<file path="src/rtl/mult_div_unit_pkg.sv">
// Shared definitions for the multiply/divide unit: operation codes, FSM encoding
// and small op-decode helpers.
package mult_div_unit_pkg;

  typedef enum logic [2:0] {
    MDU_MULT  = 3'd0,
    MDU_MULTU = 3'd1,
    MDU_DIV   = 3'd2,
    MDU_DIVU  = 3'd3,
    MDU_MADD  = 3'd4,
    MDU_MADDU = 3'd5,
    MDU_MSUB  = 3'd6,
    MDU_MSUBU = 3'd7
  } mdu_op_t;

  typedef logic [2:0] mdu_state_t;

  localparam mdu_state_t ST_IDLE     = 3'd0;
  localparam mdu_state_t ST_MUL      = 3'd1;
  localparam mdu_state_t ST_DIV_ITER = 3'd2;
  localparam mdu_state_t ST_DIV_FIX  = 3'd3;
  localparam mdu_state_t ST_DONE     = 3'd4;

  function automatic logic op_is_div(input mdu_op_t op);
    return (op == MDU_DIV) || (op == MDU_DIVU);
  endfunction

  function automatic logic op_is_signed(input mdu_op_t op);
    return (op == MDU_MULT) || (op == MDU_DIV) || (op == MDU_MADD) || (op == MDU_MSUB);
  endfunction

endpackage

</file>
<file path="src/rtl/mult_div_unit_div_core.sv">
// Iterative 32-bit unsigned restoring divider, one quotient bit per cycle.
// done is high during the 32nd iteration cycle; results are stable the cycle after.
module mult_div_unit_div_core (
  input  logic        clk,
  input  logic        rst,
  input  logic        load,
  input  logic [31:0] dividend,
  input  logic [31:0] divisor,
  output logic        done,
  output logic [31:0] quotient,
  output logic [31:0] remainder
);

  logic [31:0] rem_q, rem_d;
  logic [31:0] quo_q, quo_d;
  logic [31:0] dvs_q, dvs_d;
  logic [4:0]  cnt_q, cnt_d;
  logic        active_q, active_d;

  logic [32:0] partial;
  logic [32:0] diff;
  logic        ge;

  always_comb begin
    // quo_q doubles as the dividend shift register: its MSB feeds the partial remainder
    partial  = {rem_q, quo_q[31]};
    diff     = partial - {1'b0, dvs_q};
    ge       = partial >= {1'b0, dvs_q};
    rem_d    = rem_q;
    quo_d    = quo_q;
    dvs_d    = dvs_q;
    cnt_d    = cnt_q;
    active_d = active_q;
    if (load) begin
      rem_d    = '0;
      quo_d    = dividend;
      dvs_d    = divisor;
      cnt_d    = '0;
      active_d = 1'b1;
    end else if (active_q) begin
      rem_d = ge ? diff[31:0] : partial[31:0];
      quo_d = {quo_q[30:0], ge};
      cnt_d = cnt_q + 5'd1;
      if (cnt_q == 5'd31) begin
        active_d = 1'b0;
      end
    end
  end

  always_ff @(posedge clk) begin
    if (rst) begin
      rem_q    <= '0;
      quo_q    <= '0;
      dvs_q    <= '0;
      cnt_q    <= '0;
      active_q <= 1'b0;
    end else begin
      rem_q    <= rem_d;
      quo_q    <= quo_d;
      dvs_q    <= dvs_d;
      cnt_q    <= cnt_d;
      active_q <= active_d;
    end
  end

  assign done      = active_q && (cnt_q == 5'd31);
  assign quotient  = quo_q;
  assign remainder = rem_q;

endmodule

</file>
<file path="src/rtl/mult_div_unit.sv">
// Multi-cycle multiply/divide unit feeding HI/LO: signed/unsigned multiply with optional
// accumulate/subtract, and iterative divide with sign fixup.
module mult_div_unit
  import mult_div_unit_pkg::*;
(
  input  logic        clk,
  input  logic        rst,
  input  logic        start,
  input  mdu_op_t     op,
  input  logic [31:0] src_a,
  input  logic [31:0] src_b,
  input  logic [31:0] hi_in,
  input  logic [31:0] lo_in,
  input  logic        flush,
  output logic        busy,
  output logic        finish,
  output logic [31:0] hi_out,
  output logic [31:0] lo_out
);

  mdu_state_t  state_q, state_d;
  mdu_op_t     op_q, op_d;
  logic [31:0] a_q, a_d;
  logic [31:0] b_q, b_d;
  logic [63:0] acc_q, acc_d;
  logic [63:0] res_q, res_d;

  logic        accept;
  logic        in_signed_div;
  logic [31:0] abs_a, abs_b;
  logic        div_clr, div_done;
  logic [31:0] div_quo, div_rem;

  logic               mul_signed;
  logic signed [63:0] mul_a, mul_b, product;
  logic [63:0]        mul_res;
  logic               q_neg, r_neg;
  logic [63:0]        div_res;

  assign accept        = (state_q == ST_IDLE) && start && !flush;
  assign in_signed_div = (op == MDU_DIV);
  assign abs_a         = (in_signed_div && src_a[31]) ? (32'd0 - src_a) : src_a;
  assign abs_b         = (in_signed_div && src_b[31]) ? (32'd0 - src_b) : src_b;
  // A flush also parks the divider so a cancelled divide leaves no state behind
  assign div_clr       = rst || flush;

  mult_div_unit_div_core u_div_core (
    .clk       (clk),
    .rst       (div_clr),
    .load      (accept && op_is_div(op)),
    .dividend  (abs_a),
    .divisor   (abs_b),
    .done      (div_done),
    .quotient  (div_quo),
    .remainder (div_rem)
  );

  always_comb begin
    mul_signed = op_is_signed(op_q);
    mul_a      = {{32{mul_signed & a_q[31]}}, a_q};
    mul_b      = {{32{mul_signed & b_q[31]}}, b_q};
    product    = mul_a * mul_b;
    case (op_q)
      MDU_MADD, MDU_MADDU: mul_res = acc_q + product;
      MDU_MSUB, MDU_MSUBU: mul_res = acc_q - product;
      default:             mul_res = product;
    endcase
  end

  always_comb begin
    q_neg = (op_q == MDU_DIV) && (a_q[31] ^ b_q[31]);
    r_neg = (op_q == MDU_DIV) && a_q[31];
    if (b_q == 32'd0) begin
      div_res = {a_q, 32'hFFFF_FFFF};
    end else begin
      div_res = {r_neg ? (32'd0 - div_rem) : div_rem, q_neg ? (32'd0 - div_quo) : div_quo};
    end
  end

  always_comb begin
    state_d = state_q;
    op_d    = op_q;
    a_d     = a_q;
    b_d     = b_q;
    acc_d   = acc_q;
    res_d   = res_q;
    if (flush) begin
      state_d = ST_IDLE;
    end else begin
      unique case (state_q)
        ST_IDLE: begin
          if (accept) begin
            op_d    = op;
            a_d     = src_a;
            b_d     = src_b;
            acc_d   = {hi_in, lo_in};
            state_d = op_is_div(op) ? ST_DIV_ITER : ST_MUL;
          end
        end
        ST_MUL: begin
          res_d   = mul_res;
          state_d = ST_DONE;
        end
        ST_DIV_ITER: begin
          if (div_done) begin
            state_d = ST_DIV_FIX;
          end
        end
        ST_DIV_FIX: begin
          res_d   = div_res;
          state_d = ST_DONE;
        end
        ST_DONE: state_d = ST_IDLE;
        default: state_d = ST_IDLE;
      endcase
    end
  end

  always_ff @(posedge clk) begin
    if (rst) begin
      state_q <= ST_IDLE;
      op_q    <= MDU_MULT;
      a_q     <= '0;
      b_q     <= '0;
      acc_q   <= '0;
      res_q   <= '0;
    end else begin
      state_q <= state_d;
      op_q    <= op_d;
      a_q     <= a_d;
      b_q     <= b_d;
      acc_q   <= acc_d;
      res_q   <= res_d;
    end
  end

  assign busy   = (state_q != ST_IDLE);
  assign finish = (state_q == ST_DONE);
  assign hi_out = res_q[63:32];
  assign lo_out = res_q[31:0];

endmodule

</file>
<file path="config.mk">
export PLATFORM = sky130hd
export DESIGN_NAME = mult_div_unit
export DESIGN_NICKNAME = d
export VERILOG_FILES = /design/src/rtl/mult_div_unit_pkg.sv /design/src/rtl/mult_div_unit_div_core.sv /design/src/rtl/mult_div_unit.sv
export SDC_FILE = /design/constraint.sdc
export NUM_CORES = 2
export LEC_CHECK = 0
export BUFFER_PORTS_ARGS = -buffer_cell sky130_fd_sc_hd__buf_2
export CORE_MARGIN = 1
export CORE_UTILIZATION = 35
export CTS_CLUSTER_DIAMETER = 30
export CTS_CLUSTER_SIZE = 40
export DETAILED_ROUTE_END_ITERATION = 10
export SLEW_MARGIN = 20
export SYNTH_ARGS = -nofsm -noshare
export SYNTH_HDL_FRONTEND = slang
export SYNTH_HIERARCHICAL = 1
export SYNTH_SLANG_ARGS = --single-unit
</file>
<file path="constraint.sdc">
create_clock -name clk -period 14.22 [get_ports clk]
set_input_delay 0.711 -clock clk [delete_from_list [all_inputs] [get_ports clk]]
set_output_delay 0.711 -clock clk [all_outputs]
set_load 0.03 [all_outputs]
</file>
### After elaboration in Yosys (flattened, before gate mapping)

Index checks and enable logic that the tools add are counted.

| storage, ports and cells | value |
|---|---|
| register bits after elaboration | 300 |
| bits of input ports | 135 |
| output and inout port bits | 66 |
| word-level logic and storage cells | 84 |

| operators by class | value |
|---|---|
| add/sub/neg operators | 8 |
| multipliers | 1 |
| magnitude comparators | 1 |
| eq/ne operators | 14 |
| muxes and demuxes | 17 |
| bitwise gates (word level) | 4 |
| reduce and logical (&&, ||, !) cells | 28 |

Operator list:

| kind | number |
|---|---|
| $pmux W64 S2 | 2 |
| $mux W32 | 7 |
| $sub A1 B32 Y32 const A | 4 |
| $add A64 B64 Y64 | 1 |
| $mul A33 B33 Y64 | 1 |
| $mux W64 | 1 |
| $sub A64 B64 Y64 | 1 |
| $ge A33 B32 Y1 | 1 |
| $logic_not A32 Y1 | 1 |
| $sub A32 B32 Y32 | 1 |
| $eq A3 B2 Y1 const B | 5 |
| $eq A3 B3 Y1 const B | 5 |
| $reduce_or A2 Y1 | 5 |
| $pmux W3 S3 | 1 |
| $logic_and A1 B1 Y1 | 8 |
| $logic_not A3 Y1 | 2 |
| $mux W3 | 2 |
| $add A5 B1 Y5 const B | 1 |
| $eq A5 B5 Y1 const B | 1 |
| $logic_or A1 B1 Y1 | 5 |
| $ne A2 B2 Y1 const B | 2 |
| $reduce_and A2 Y1 | 2 |
| $reduce_bool A2 Y1 | 2 |
| $eq A3 B1 Y1 const B | 1 |
| 8 further kinds | 11 |

### Logic depth before layout (Yosys ltp)

| logic depth | value |
|---|---|
| word-level depth | 9 |
| mapped depth | 46 |
| gate-level depth less buffers | 43 |

### Modules after synthesis

The synthesis kept the hierarchy.

Modules (own cells, without submodules):

| module | instances | cells each | area an instance (um2) | sequential area each (um2) |
|---|---|---|---|---|
| mult_div_unit | 1 | 6535 | 54089.4 | 3963.8 |
| mult_div_unit_div_core | 1 | 790 | 6223.5 | 2042.0 |

### Least setup slack after synthesis

OpenSTA, ideal clock, no wires.

| path | value |
|---|---|
| kind | reg-to-reg |
| start point | register a_q[31] |
| end point | register res_q[63] |
| library setup time | 0.079 ns |
| data arrival time | 10.820 ns |
| required time | 14.141 ns |
| slack | 3.321 ns |
| cell stages (with the launch flop) | 40 |
| path buffers | 4 |
| clock period less this slack | 10.899 ns |
| path through | dfxtp_1 -> clkbuf_1 -> nor2b_1 -> clkbuf_1 -> nand2_1 -> inv_1 -> fa_1 -> fa_1 -> fa_1 -> inv_1 -> fa_1 -> fa_1 -> fa_1 -> fa_1 -> fa_1 -> inv_1 -> ha_1 -> clkbuf_1 -> [4 not listed] -> or3_1 -> a21oi_1 -> xor2_1 -> nor2b_1 -> and4b_1 -> a31o_2 -> o21ai_0 -> xor2_1 -> ha_1 -> clkbuf_1 -> a21o_1 -> a21o_1 -> a21oi_1 -> o21ai_0 -> o31ai_1 -> nor3_1 -> or4_2 -> o211ai_1 |

| between the ends | value |
|---|---|
| longest elaborated chain between the ends | 5 |
| elaborated cells between the ends (all ways) | 9 |
| classes of those cells | add/sub (2); mul (1); mux (4); bitwise (1); reduce/logical (1) |

Ends and longest elaborated chain:

| item | RTL line | text |
|---|---|---|
| start: declaration | mult_div_unit.sv:23 | `logic [31:0] a_q, a_d;` |
| start signal: assignment | mult_div_unit.sv:123 | `a_q <= '0;` |
| start signal: assignment | mult_div_unit.sv:130 | `a_q <= a_d;` |
| $and A1 B1 Y1 | mult_div_unit.sv:60 | `mul_a = {{32{mul_signed & a_q[31]}}, a_q};` |
| $mul A33 B33 Y64 | mult_div_unit.sv:62 | `product = mul_a * mul_b;` |
| $sub A64 B64 Y64 or $add A64 B64 Y64 (tied branches) | mult_div_unit.sv:65, mult_div_unit.sv:64 |  |
| $pmux W64 S2 | mult_div_unit.sv:63 | `case (op_q)` |
| $pmux W64 S2 (*) | mult_div_unit.sv:90 | `unique case (state_q)` |
| end signal: assignment | mult_div_unit.sv:133 | `res_q <= res_d;` |
| end: declaration | mult_div_unit.sv:26 | `logic [63:0] res_q, res_d;` |

Every way passes the cells marked *; elsewhere a longest branch is shown, timed or not.
A chain may end at the register's enable or synchronous reset.

### Worst setup path in the final report

| path | value |
|---|---|
| start point | register b_q[12] |
| end point | register res_q[62] |

| between the ends | value |
|---|---|
| longest elaborated chain between the ends | 4 |
| elaborated cells between the ends (all ways) | 7 |
| classes of those cells | add/sub (2); mul (1); mux (3); reduce/logical (1) |

Ends and longest elaborated chain:

| item | RTL line | text |
|---|---|---|
| start: declaration | mult_div_unit.sv:24 | `logic [31:0] b_q, b_d;` |
| start signal: assignment | mult_div_unit.sv:124 | `b_q <= '0;` |
| start signal: assignment | mult_div_unit.sv:131 | `b_q <= b_d;` |
| $mul A33 B33 Y64 | mult_div_unit.sv:62 |  |
| $sub A64 B64 Y64 or $add A64 B64 Y64 (tied branches) | mult_div_unit.sv:65, mult_div_unit.sv:64 |  |
| $pmux W64 S2 | mult_div_unit.sv:63 |  |
| $pmux W64 S2 (*) | mult_div_unit.sv:90 |  |

Marks and branches as above.

==> metrics.csv <==
stage,metric,value,unit
sta,slew at the pin with the worst max-slew slack,1.18,ns
placement,dpl cells,9445,
setup_path,Worst setup SP type,flip-flop,
setup_path,CP arrival,13.82,ns
setup_path,Worst EP required,14.73,ns
setup_path,CP Class,reg2reg,
logic_synthesis,Seq cells post-synth,300,
sta,Final min period,13.31,ns
sta,final hold viol count,0,
grt,largest net degree at the start of global routing,75,
sta,Max Freq,75.2,MHz
route,routed wire length per instance,22.2,um
clock_network,post-CTS repair timing setup buffer count,0,
logic_synthesis,synth warn,6,
setup_path,worst reg2reg path depth,40,
clock_network,Clock Tree Root,clkbuf_16,
logic_synthesis,Post-Syn Area,60300,um^2
hold_path,worst hold path cell count,3,
grt,GRT overflow,0,
logic_synthesis,post-synthesis sequential area ratio,9.96,%
run_status,run status,finished clean,
floorplanning,die area,174000,um^2
floorplanning,Core Region,170000,um^2
placement,RePlAce Congestion,0.986,
clock_network,Max H-tree Level,3,
setup_path,Critical-path top delay cell,dfxtp_1,
sta,Max Clock Skew,0.0902,ns
setup_path,RR Startpoint,b_q[12],
floorplanning,Die Y-Extent,417,um
power,power per cell area,73.6,nW/um^2
layout,layout cell share with drive strength beyond 1,7.26,%
logic_synthesis,largest cells by area after synthesis,"fa_1 37%, dfxtp_1 10%, nand2_1 7.9%, inv_1 7.2%, ha_1 6.5%",
logic_synthesis,share of the synthesized area in the top cell type,37.4,%
floorplanning,I/O Pins,201,
setup_path,cell mode on critical path,fa_1,
clock_network,CTS Sinks,300,
setup_path,Crit. End Element,flip-flop,
logic_synthesis,Synth Flop Type,dfxtp_1,
run,max_cap viols,0,
clock_network,Longest Clk Path Bufs,3,
setup_path,Reg2Reg Setup Slack,0.91,ns
sta,unrepaired setup endpoints after global routing,false,
power,total power,4.88,mW
hold_path,Worst Hold Class,in2reg,
clock_network,CTS hold repair buffers,0,
clock_network,Clock transition at path regs,0.05,ns
floorplanning,Core Rows,151,
hold_path,worst hold endpoint,acc_q[17],
placement,Post-DP HPWL,171,mm
grt,global-route wire length before repair,323,mm
sta,Final Cycle Share,93.6,%
route,drt pass-1 iters,6,
route,via count,51300,
logic_synthesis,Synth area leader,fa_1,
placement,PortBufs,200,
setup_path,CP max FO,22,
floorplanning,overall die width,417,um
floorplanning,Initial Util,35.4,%
logic_synthesis,Unique masters post-synth,103,
clock_network,TritonCTS buffer count,86,
route,DRT iter0 DRCs,4303,
logic_synthesis,Post-synth top cells,"1262 x nand2_1, 1160 x inv_1, 1127 x fa_1, 474 x a21oi_1, 423 x clkbuf_1",
route,Antenna Violating Nets Remaining,0,
sta,Sum Neg Setup Slack,0,ns
grt,gr usage total,24.3,%
sta,"Slew Viols, Final",0,
power,maximum vdd drop,0.103,mV
sta,Worst slew margin,21.3,%
hold_path,hold path start,lo_in[17],
logic_synthesis,Mapped Nets,8902,
clock_network,TritonCTS clock tree,built,
logic_synthesis,Post-synth ARST share,0,%
logic_synthesis,Post-Syn Instances,7325,
clock_network,post-cts resize count,0,
logic_synthesis,Avg Synthesized Cell Area,8.23,um^2
logic_synthesis,number of synthesized flops with an enable pin,0,
route,vias per inst,5.34,
setup_path,CP peak stage delay,1.09,ns
grt,initial antenna violation count,8,
route,# DRC,0,
power,leakage power,28.5,nW
clock_network,clk_lat worst skew,0.71,ns
sta,final setup violation count,0,
route,WL final,213,mm
grt,vias in the first global route,52500,
logic_synthesis,most frequent cell after synthesis,nand2_1,
layout,Syn-to-layout area delta,10.0,%
setup_path,reg-to-reg endpoint,res_q[62],
layout,Non-Filler Instances,9607,
layout,Final Net Count,8815,
==> worst max path at each step <==
stage,start,end,slack (ns),cells after the start
floorplan,a_q[31],res_q[63],3.32,39
detailed placement,b_q[12],res_q[62],1.20,40
global placement,a_q[11],res_q[60],1.42,41
finish,b_q[12],res_q[62],0.91,40
CTS,b_q[12],res_q[62],1.14,40
global route,b_q[11],res_q[54],0.16,39
==> flip-flops by register name, summed over array words and instances, names as in the netlist <==
| register | cells |
|---|---|
| u_div_core/quotient | 32 |
| acc_q | 64 |
| res_q | 64 |
| b_q | 32 |
| u_div_core/cnt_q | 5 |
| u_div_core/remainder | 32 |
| u_div_core/dvs_q | 32 |
| a_q | 32 |
| op_q | 3 |
| state_q | 3 |
| u_div_core/active_q | 1 |
==> stage by stage <==
| step | area, um^2 | utilization, % | setup slack, ns | hold WS [ns] |
|---|---|---|---|---|
| floorplan | 60300 | - | 3.32 | 0.436 |
| global placement | 63200 | 37.1 | 1.42 | 0.443 |
| detailed placement | 63200 | 37.1 | 1.20 | 0.445 |
| CTS | 66300 | 39.0 | 1.14 | 0.201 |
| global route | 66300 | 39.0 | 0.163 | 0.235 |
| finish | 66300 | 39.0 | 0.915 | 0.238 |
==> critical path, delay by kind of cell (launching register included) <==
| kind | cells | cell delay (ns) |
|---|---|---|
| mux | 1 | 0.13 |
| buf+inv | 6 | 0.69 |
| simple gates | 8 | 2.21 |
| compound gates | 13 | 3.63 |
| flops | 1 | 1.09 |
| fa+ha+maj | 10 | 4.73 |
| xor+xnor | 2 | 0.61 |
==> placed cells by master (no fill, tap or decap), types with 11 or more instances in the layout <==
cell type | Yosys | final
ha_1 | 315 | 315
o21bai_1 | 22 | 22
nor2_1 | 420 | 417
a211oi_1 | 47 | 47
a21o_1 | 73 | 73
nand2b_1 | 27 | 27
o21ai_1 | 15 | 15
or2_2 | 23 | 23
o211ai_1 | 40 | 40
dfxtp_1 | 300 | 291
and2_1 | 317 | 317
nor4_1 | 35 | 35
clkinvlp_4 | 0 | 13
and3_1 | 21 | 21
xor2_1 | 110 | 110
buf_2 | 28 | 199
bufinv_16 | 0 | 15
o41ai_1 | 16 | 16
a311oi_1 | 11 | 11
fa_1 | 1127 | 1127
a21oi_1 | 474 | 474
clkinv_2 | 0 | 14
a31oi_1 | 36 | 36
inv_1 | 1160 | 1160
o21ai_0 | 179 | 179
nor2b_1 | 34 | 33
xnor2_1 | 207 | 207
a221oi_1 | 29 | 29
a41oi_1 | 11 | 11
o31ai_1 | 33 | 33
o21a_1 | 31 | 31
or3_1 | 14 | 14
nand3_1 | 56 | 56
nand2_1 | 1262 | 1262
buf_4 | 1 | 101
nand4_1 | 47 | 47
clkbuf_16 | 0 | 86
nor3_1 | 82 | 82
mux2i_1 | 94 | 94
==> layer usage <==
layer / up-vias / GRT usage, % / share of wire, %
met5: - / 0 / 0.020
met4: 6 / 11.1 / 5.2
met3: 468 / 2.78 / 5.8
met2: 1922 / 41.1 / 48
met1: 26100 / 31.2 / 41
li1: 22800 / - / -
==> where the power goes <==
part           switching (mW)  leakage, nW  internal, mW  total (mW)
Sequential             0.0565         2.44         0.866       0.922
Clock                   0.678         1.51          1.44        2.12
Combinational            1.19         24.5         0.649        1.84
==> layout make-up <==
cell class	instances	area, um^2
fillers	17400	104000
multi-input cells	5387	48100
flip-flops and latches	300	6020
inverters	1161	4360
well taps	2295	2870
clock buffers	104	2320
repair buffers	302	1790
clock inverters	57	847
diodes	1	2.50
==> logic make-up (layout without fill, tap and decap cells) <==
kind of cell / after synthesis / count (layout) / share of synthesized area (%)
AO/OA/AOI/OAI: 1125 / 1125 / 11.6
AND/OR/NAND/NOR: 2405 / 2405 / 17.9
buffers and inverters: 1638 / 1624 / 10.3
XOR/XNOR: 318 / 318 / 4.63
flip-flops: 300 / 300 / 9.96
adder cells (fa/ha/maj): 1442 / 1442 / 43.9
multiplexers: 97 / 97 / 1.62
other: 0 / 1 / 0
(Power assumes the default switching activity.)
